--- config.mk ---
export PLATFORM = sky130hd
export DESIGN_NAME = cache_mem_ctrl
export DESIGN_NICKNAME = d
export VERILOG_FILES = /design/src/rtl/cpu_types_pkg.sv /design/src/rtl/mem_timeout.sv /design/src/rtl/cache_mem_ctrl.sv
export SDC_FILE = /design/constraint.sdc
export NUM_CORES = 1
export LEC_CHECK = 0
export ABC_CLOCK_PERIOD_IN_PS = 6000
export CAP_MARGIN = 30
export CORE_MARGIN = 2
export CORE_UTILIZATION = 30
export CTS_CLUSTER_SIZE = 10
export DETAILED_ROUTE_END_ITERATION = 8
export GPL_ROUTABILITY_DRIVEN = 0
export PLACE_DENSITY = 0.66
export SYNTH_ARGS = -nofsm -noshare
export SYNTH_HDL_FRONTEND = slang
export SYNTH_SLANG_ARGS = --single-unit
--- constraint.sdc ---
create_clock -name CLK -period 6 [get_ports CLK]
set_input_delay 0.9 -clock CLK [delete_from_list [all_inputs] [get_ports CLK]]
set_output_delay 0.9 -clock CLK [all_outputs]
set_load 0.01 [all_outputs]
--- src/rtl/cpu_types_pkg.sv ---
// Shared CPU/memory types: word type, RAM handshake states, timeout constants.
// Latency: n/a (types and constants only).
// Backpressure: n/a.
package cpu_types_pkg;

    typedef logic [31:0] word_t;

    typedef enum logic [1:0] {
        FREE   = 2'b00,
        BUSY   = 2'b01,
        ACCESS = 2'b10,
        ERROR  = 2'b11
    } ramstate_t;

    // Grant cycles allowed before the controller gives up on the RAM.
    localparam int unsigned TIMEOUT_CYCLES = 255;

    // Poison word returned to a requester whose transaction timed out.
    localparam word_t BAD_WORD = 32'hBAD1BAD1;

endpackage

--- src/rtl/mem_timeout.sv ---
// Grant-cycle watchdog: counts cycles spent waiting on the RAM for one transaction.
// Latency: expired is combinational, high during the grant cycle that completes the budget.
// Backpressure: none; clear wins over enable.
module mem_timeout
    import cpu_types_pkg::*;
(
    input  logic clk,
    input  logic rst,
    input  logic clear,
    input  logic enable,
    output logic expired
);

    logic [7:0] count;

    // Restart on every new grant, advance once per cycle spent in a grant state.
    always_ff @(posedge clk or posedge rst) begin
        if (rst) begin
            count <= '0;
        end else if (clear) begin
            count <= '0;
        end else if (enable) begin
            count <= count + 8'd1;
        end
    end

    // The counter is about to reach the budget: this grant cycle is the last one allowed.
    assign expired = enable && (count == 8'(TIMEOUT_CYCLES - 1));

endmodule

--- src/rtl/cache_mem_ctrl.sv ---
// Arbitrates icache/dcache requests onto one RAM port with starvation guard and timeout.
// Latency: grant decided in IDLE, earliest completion the following cycle; one IDLE turnaround between transactions.
// Backpressure: requesters hold requests until their wait falls; RAM stalls via ramstate != ACCESS.
module cache_mem_ctrl
    import cpu_types_pkg::*;
(
    input  logic        CLK,
    input  logic        nRST,
    input  logic        iREN,
    input  logic [31:0] iaddr,
    output logic        iwait,
    output logic [31:0] iload,
    input  logic        dREN,
    input  logic        dWEN,
    input  logic [31:0] daddr,
    input  logic [31:0] dstore,
    output logic        dwait,
    output logic [31:0] dload,
    output logic        ramREN,
    output logic        ramWEN,
    output logic [31:0] ramaddr,
    output logic [31:0] ramstore,
    input  logic [31:0] ramload,
    input  logic [1:0]  ramstate,
    output logic        memerr
);

    typedef enum logic [1:0] {
        IDLE   = 2'b00,
        DGRANT = 2'b01,
        IGRANT = 2'b10,
        TOUT   = 2'b11
    } state_t;

    state_t     state, next_state;
    word_t      lat_addr, lat_data;
    logic       lat_wen;
    logic       owner_d;
    logic [2:0] starve_cnt;
    logic       memerr_q;
    logic       grant_d, grant_i;
    logic       in_grant, access, owner_req;
    logic       tmo_expired;

    assign in_grant  = (state == DGRANT) || (state == IGRANT);
    assign access    = (ramstate == ACCESS);
    assign owner_req = (state == DGRANT) ? (dREN || dWEN) : iREN;
    assign memerr    = memerr_q;

    // IDLE arbitration: icache forced after four straight data grants that it waited through.
    always_comb begin
        grant_d = 1'b0;
        grant_i = 1'b0;
        if (state == IDLE) begin
            if (iREN && (starve_cnt >= 3'd4)) begin
                grant_i = 1'b1;
            end else if (dWEN || dREN) begin
                grant_d = 1'b1;
            end else if (iREN) begin
                grant_i = 1'b1;
            end
        end
    end

    mem_timeout u_timeout (
        .clk     (CLK),
        .rst     (nRST),
        .clear   (grant_d || grant_i),
        .enable  (in_grant),
        .expired (tmo_expired)
    );

    // State register.
    always_ff @(posedge CLK or posedge nRST) begin
        if (nRST) begin
            state <= IDLE;
        end else begin
            state <= next_state;
        end
    end

    // Next state and all requester/RAM outputs; RAM side driven only from latched values.
    always_comb begin
        next_state = state;
        iwait      = 1'b1;
        dwait      = 1'b1;
        iload      = '0;
        dload      = '0;
        ramREN     = 1'b0;
        ramWEN     = 1'b0;
        ramaddr    = '0;
        ramstore   = '0;
        case (state)
            IDLE: begin
                if (grant_d) begin
                    next_state = DGRANT;
                end else if (grant_i) begin
                    next_state = IGRANT;
                end
            end
            DGRANT, IGRANT: begin
                ramREN   = !lat_wen;
                ramWEN   = lat_wen;
                ramaddr  = lat_addr;
                ramstore = lat_data;
                if (!owner_req) begin
                    // Requester walked away: abandon silently.
                    next_state = IDLE;
                end else if (access) begin
                    next_state = IDLE;
                    if (state == DGRANT) begin
                        dwait = 1'b0;
                        dload = lat_wen ? '0 : ramload;
                    end else begin
                        iwait = 1'b0;
                        iload = ramload;
                    end
                end else if (tmo_expired) begin
                    next_state = TOUT;
                end
            end
            TOUT: begin
                next_state = IDLE;
                if (owner_d) begin
                    dwait = 1'b0;
                    dload = BAD_WORD;
                end else begin
                    iwait = 1'b0;
                    iload = BAD_WORD;
                end
            end
            default: next_state = IDLE;
        endcase
    end

    // Capture the winning request so the RAM sees stable values for the whole transaction.
    always_ff @(posedge CLK or posedge nRST) begin
        if (nRST) begin
            lat_addr <= '0;
            lat_data <= '0;
            lat_wen  <= 1'b0;
            owner_d  <= 1'b0;
        end else if (grant_d) begin
            lat_addr <= daddr;
            lat_data <= dstore;
            lat_wen  <= dWEN;
            owner_d  <= 1'b1;
        end else if (grant_i) begin
            lat_addr <= iaddr;
            lat_data <= '0;
            lat_wen  <= 1'b0;
            owner_d  <= 1'b0;
        end
    end

    // Count data grants made while the icache was left waiting; any icache grant resets it.
    always_ff @(posedge CLK or posedge nRST) begin
        if (nRST) begin
            starve_cnt <= '0;
        end else if (grant_i) begin
            starve_cnt <= '0;
        end else if (grant_d) begin
            starve_cnt <= iREN ? starve_cnt + 3'd1 : 3'd0;
        end
    end

    // Sticky error flag, raised as the timeout state is entered and held until reset.
    always_ff @(posedge CLK or posedge nRST) begin
        if (nRST) begin
            memerr_q <= 1'b0;
        end else if (in_grant && (next_state == TOUT)) begin
            memerr_q <= 1'b1;
        end
    end

endmodule

==> results.yml <==
worst_setup_path:
  cp_top_family: "buffers and inverters"
  critPathLaunchType: "input port"
  path_buf_inv: 2
  cp.required_ns: 5.10
  cp_slowest_cell: "clkdlybuf4s50_1"
  endpoint_kind: "output port"
  r2r_start: "state[1]"
  crit_fanout: 18
  ff2ff_setup_slack_ns: 2.55
  crit_top_cell: "clkdlybuf4s50_1"
  crit_chain: "clkdlybuf4s50_1 -> and4bb_2 -> and2_1 -> nand2_1 -> a21oi_1 -> clkdlybuf4s50_1"
  cpPeakStageDelay_ns: 0.65
  critical_path_arrival_ns: 3.43
  critical_path_class: "input port to output port"
  rr_worst_depth: 8
  r2r-end: "lat_data[29]"
synth:
  yosysWarnings: 0
  synth_cells: 500
  ys.flop_type: "dfrtp_1"
  syn_area_per_cell_um2: 9.019
  syn_area_um2: 4509
  ys_seq_elements: 80
  syn_nets: 641
  yosysUniqueCellTypes: 36
  seq_area_frac_synth_pct: 44.40
  synth_enable_flop_cells: 0
  async_flop_share_pct: 100.0
die:
  die_h_um: 126.6
  ios: 268
  fp.dieArea_um2: 16030
  start_util_pct: 30.91
  rows: 44
  fp.dieW_um: 126.6
  coreArea_um2: 14590
min_path:
  whs_endpoint: "memerr"
  hold_start: "memerr"
  holdPathStages: 1
  hold_path.class: "register to register"
sta:
  rsz0062_at_grt: "no"
  finalHoldViolCount: 0
  fmax_mhz: 231.2
  min_period_ns: 4.326
  slew_violations: 0
  post-route-period-util_pct: 72.09
  finalSetupViolCount: 0
  max_slew_margin_pct: 51.42
  tns_ns: 0
  final.setup_skew_ns: 0.005604
  worst-slew-pin-transition_ns: 0.7287
route:
  remaining_drc_errors: 0
  firstDrtPassIters: 4
  top_layer: "met4"
  dr_wl_met3_mm: 1.277
  vias: 4572
  wl_met2_mm: 7.020
  drtAntennaViolNets: 0
  finalWirelength_mm: 14.83
  vias_per_cell: 4.906
  wl_met1_mm: 6.263
  drt_iter0_drc: 143
  wl_per_cell_um: 15.92
finish:
  fin_nets: 884
  area.growth.synth_to_final_pct: 69.95
  stdcell_area_um2: 7664
  final_core_util_pct: 52.53
  drive_above_1_share_pct: 4.011
  layout_commonest_cell: "clkdlybuf4s50_1"
  num_antenna_cells: 0
  final_cell_mix: "clkdlybuf4s50_1, dfrtp_1, nand2_1, and2_1, a21oi_1"
  final.fill_count: 1290
cts:
  clockRootBuffer: "clkbuf_16"
  cts_resized: 0
  numClockSinks: 80
  clkTransAtPathRegs_ns: 0.06
  cts_buffer_depth: 2
  cts_tree: "done"
  cts_made_buffers: 9
  cts_hold_buf: 0
  htreeDepth: 3
  post-cts-setup-buffers: 0
  worstSkewPairLatency_ns: 0.33
place:
  place_area_um2: 7311
  io_buffers: 267
  hpwl_mm: 10.83
grt:
  grt_pass1_vias: 4574
  grt_start_max_net_pins: 74
  grt-ovfl-total: 0
  grt_pass1_wl_mm: 23.49
  grt_usage_pct: 18.15
  antenna_found_initial: 0
outcome:
  status: "complete, no violations"
flow_run:
  drv_cap: 0
power:
  p_leak_nw: 3.112
  p_int_w: 0.002055
  swShare_pct: 36.11
  p_comb_share_pct: 52.3
  clkPwrFrac_pct: 19.6
  power_frac_seq_pct: 28.1
  finalPower_w: 0.003216
  p_switching_w: 0.001162
  irDropWorstVdd_mv: 0.2356
  cellPowerDensity_nw_per_um2: 419.7
==> state kept, by name, summed over array words and instances (netlist names) <==
| signal | flops |
|---|---|
| u_timeout.count | 8 |
| owner_d | 1 |
| starve_cnt | 3 |
| memerr | 1 |
| lat_addr | 32 |
| lat_wen | 1 |
| lat_data | 32 |
| state | 2 |
==> stage by stage <==
stage | std cells | hold WS, ns | setup slack [ns]
global placement | 913 | 0.4564 | 1.798
CTS | 931 | 0.4770 | 1.667
finish | 932 | 0.4710 | 1.674
detailed placement | 915 | 0.4626 | 1.677
floorplan | 500 | 0.4577 | 3.021
global route | 932 | 0.5021 | 1.443
==> metal layers <==
metal	global-route usage [%]	vias up
li1	-	2207
met1	21.96	2136
met2	30.58	208
met3	6.369	21
met4	5.236	0
met5	0	-
==> cell usage after synthesis, types with 2 or more instances <==
cell type | instances | area share, %
dfrtp_1 | 80 | 44
buf_4 | 4 | 0.67
and2_1 | 67 | 9.3
nor3_1 | 2 | 0.22
nand4_1 | 3 | 0.42
ha_1 | 6 | 1.7
and3_1 | 28 | 3.9
nor2b_1 | 4 | 0.55
nor2_1 | 13 | 1.1
nand2_1 | 77 | 6.4
nand3b_1 | 2 | 0.33
a21oi_1 | 40 | 4.4
xnor2_1 | 4 | 0.78
mux2i_1 | 32 | 7.1
clkbuf_1 | 21 | 1.7
o2bb2ai_1 | 2 | 0.39
o21ai_0 | 36 | 4.0
inv_1 | 7 | 0.58
and4_1 | 2 | 0.39
nand3_1 | 3 | 0.33
a22o_1 | 33 | 6.4
buf_2 | 18 | 2.0
xor2_1 | 3 | 0.58
==> power by group through the flow <==
| stage | logic, W | clock network, W | registers (W) |
|---|---|---|---|
| 2_1_floorplan | 0.000924 | 0 | 0.000872 |
| 3_3_place_gp | 0.00166 | 0 | 0.000903 |
| 3_5_place_dp | 0.00169 | 0 | 0.000906 |
| 4_1_cts | 0.00170 | 0.000647 | 0.000904 |
| 5_1_grt | 0.00184 | 0.000673 | 0.000935 |
| 6_report | 0.00168 | 0.000631 | 0.000903 |
==> area by class of cell <==
type	instances	area (um^2)	share of cell area, %
multi-input combinational	370	2293	29.93
clock inverter	7	120.1	1.567
sequential	80	2002	26.12
clock buffer	9	225.2	2.939
inverter	7	27.53	0.3592
tap	184	230.2	3.004
timing repair buffer	275	2765	36.08
==> cell families after synthesis <==
group | count (synthesis) | synth area share [%]
AO/OA/AOI/OAI | 118 | 16.40
buffers and inverters | 50 | 4.995
adder cells (fa/ha/maj) | 6 | 1.665
AND/OR/NAND/NOR | 207 | 24.08
XOR/XNOR | 7 | 1.360
multiplexers | 32 | 7.103
flip-flops | 80 | 44.40
==> how the worst max path moves through the flow <==
stage | startpoint | end | slack (ns) | cells past startpoint
after CTS | iREN | iload[9] | 1.67 | 6
final | iREN | iload[15] | 1.67 | 6
after floorplan | iREN | iload[0] | 3.02 | 7
after detailed placement | iREN | iload[9] | 1.68 | 6
after global routing | iREN | iload[12] | 1.44 | 6
after global placement | iREN | iload[27] | 1.80 | 6
No activity file was read; power rests on OpenSTA's default activity.
==> edit (same flow settings) <==
Put one more register stage on the output `memerr`. The value now appears one clock later. The other outputs are not delayed to match.
--- a/src/rtl/cache_mem_ctrl.sv
+++ b/src/rtl/cache_mem_ctrl.sv
@@ -47,3 +47,5 @@
     assign owner_req = (state == DGRANT) ? (dREN || dWEN) : iREN;
-    assign memerr    = memerr_q;
+    always_ff @(posedge CLK) begin
+        memerr <= memerr_q;
+    end
 
Check against the original RTL: same outputs for any inputs over 4 cycles, from zero or initial values and one cycle with nRST high; that may be too few to reach the edited logic, so the function may still have changed.
==> edit against the unedited design <==
Maximum frequency decreased by 2.8%. Synthesized area increased by 0.22%. Clock power is 4.4% lower. Sequential cell count increased by 1. Setup slack worse by 130 ps. Wire length is 4.5% higher. Clock skew grew 4.1 ps. Synthesized cell count did not move. Hold slack lost 100 ps. Core utilization fell by 0.40 points. Total power barely moved. Final area decreased by 0.39%.
==> edit: results (changes against the unedited design) <==
- CP endpoint: dload[11]
- Via density per instance: 4.95 (+0.96%)
- Hold path cells: 0 (-1)
- Hold path endpoint: memerr$_DFF_P_
- GRT met1 Usage: 20.7% (-1.3 points)
- Leakage: 3.10 nW (-0.40%)
- Status: complete, no violations
- Clock power frac: 18.7% (-0.9 points)
- Met3 Usage GRT: 4.77% (-1.6 points)
- Area occupied by multi-input gates: 0.00229 mm2 (-0.11%)
- Initial drt markers: 152 (+6.3%)
- Clk_skew: 9.71 ps (+4.11 ps)
- Crit path DAT: 3550 ps (+120 ps)
- Syn avg cell area: 9.04 um2 (+0.22%)
- Reg2Reg Depth: 7 (-1)
- Hold slack final: 368 ps (-103 ps)
- Post-DP Area: 0.00730 mm2 (-0.14%)
- Post-DP HPWL: 11.4 mm (+5.6%)
- Overall Global Routing Usage: 18.5% (+0.38 points)
- Slew @ Worst Pin: 894 ps (+166 ps)
- Max VDD drop: 0.000207 V (-12%)
- HP Start: memerr_q$_DFFE_PP0P_
- Non-filler cells, final: 930 (-0.21%)
- Top cells by area, synth: dfrtp_1 44%, and2_1 9.3%, mux2i_1 7.1%
- Pre-CTS setup slack: 1620 ps (-58.9 ps)
- FFs w/ async S/R, synth: 98.8% (-1.2 points)
- FILL cells: 1329 (+3.0%)
- Sequential area share after synthesis: 44.7% (+0.34 points)
- Critical Path Start: state[0]$_DFF_PP0_
- Seq. pwr: 0.000923 W (+2%)
- Fmax: 225 MHz (-2.8%)
- WL final: 15.5 mm (+4.5%)
- R2r setup slk: 2540 ps (about the same)
- Clock-net power: 0.000603 W (-4.4%)
- Wire length on met3: 1.22 mm (-4.2%)
- Internal power: 0.00205 W (-0.44%)
- RR Endpoint: u_timeout.count[1]$_DFFE_PP0P_
- Layout cells sized above 1: 3.62% (-0.39 points)
- Vias in the first global route: 4609 (+0.77%)
- Routed wl met2: 7.93 mm (+13%)
- Cell variety after synth: 39 (+8.3%)
- First-pass GRT wire length: 23.7 mm (+0.71%)
- Global Route met2 Usage: 33.8% (+3.2 points)
- CP max FO: 68 (+50)
[edit: changes by cell type after synthesis, sizes merged]
cell    before  now
nor2        14   13
xnor2        4    3
nand2       77   75
buf         22   21
xor2         3    4
clkbuf      21   22
dfxtp        0    1
nand4        3    2
nand3        3    6
[edit: layout make-up]
class / instances / area share [%]
sequential: 81 / 26.5
tap: 184 / 3.02
inverter: 7 / 0.361
clock inverter: 4 / 1.00
multi-input combinational: 369 / 30.0
clock buffer: 12 / 3.36
timing repair buffer: 273 / 35.8
[edit: cell families (layout without fill, tap and decap cells)]
logic type      Yosys count  count (layout)  synth area share, %
simple gates            206             206                 24.0
flops                    81              81                 44.7
fa+ha+maj                 6               6                 1.66
buf+inv                  50             296                 4.82
compound gates          118             118                 16.4
mux                      32              32                 7.09
xor+xnor                  7               7                 1.36
[edit: worst max-delay path, stage by stage (launching register included)]
cell,delay (ps)
dfrtp_1,430
inv_1,70
ha_2,440
buf_4,550
nor2b_1,230
and4b_1,620
nand2_1,110
a21oi_1,200
clkdlybuf4s50_1,560
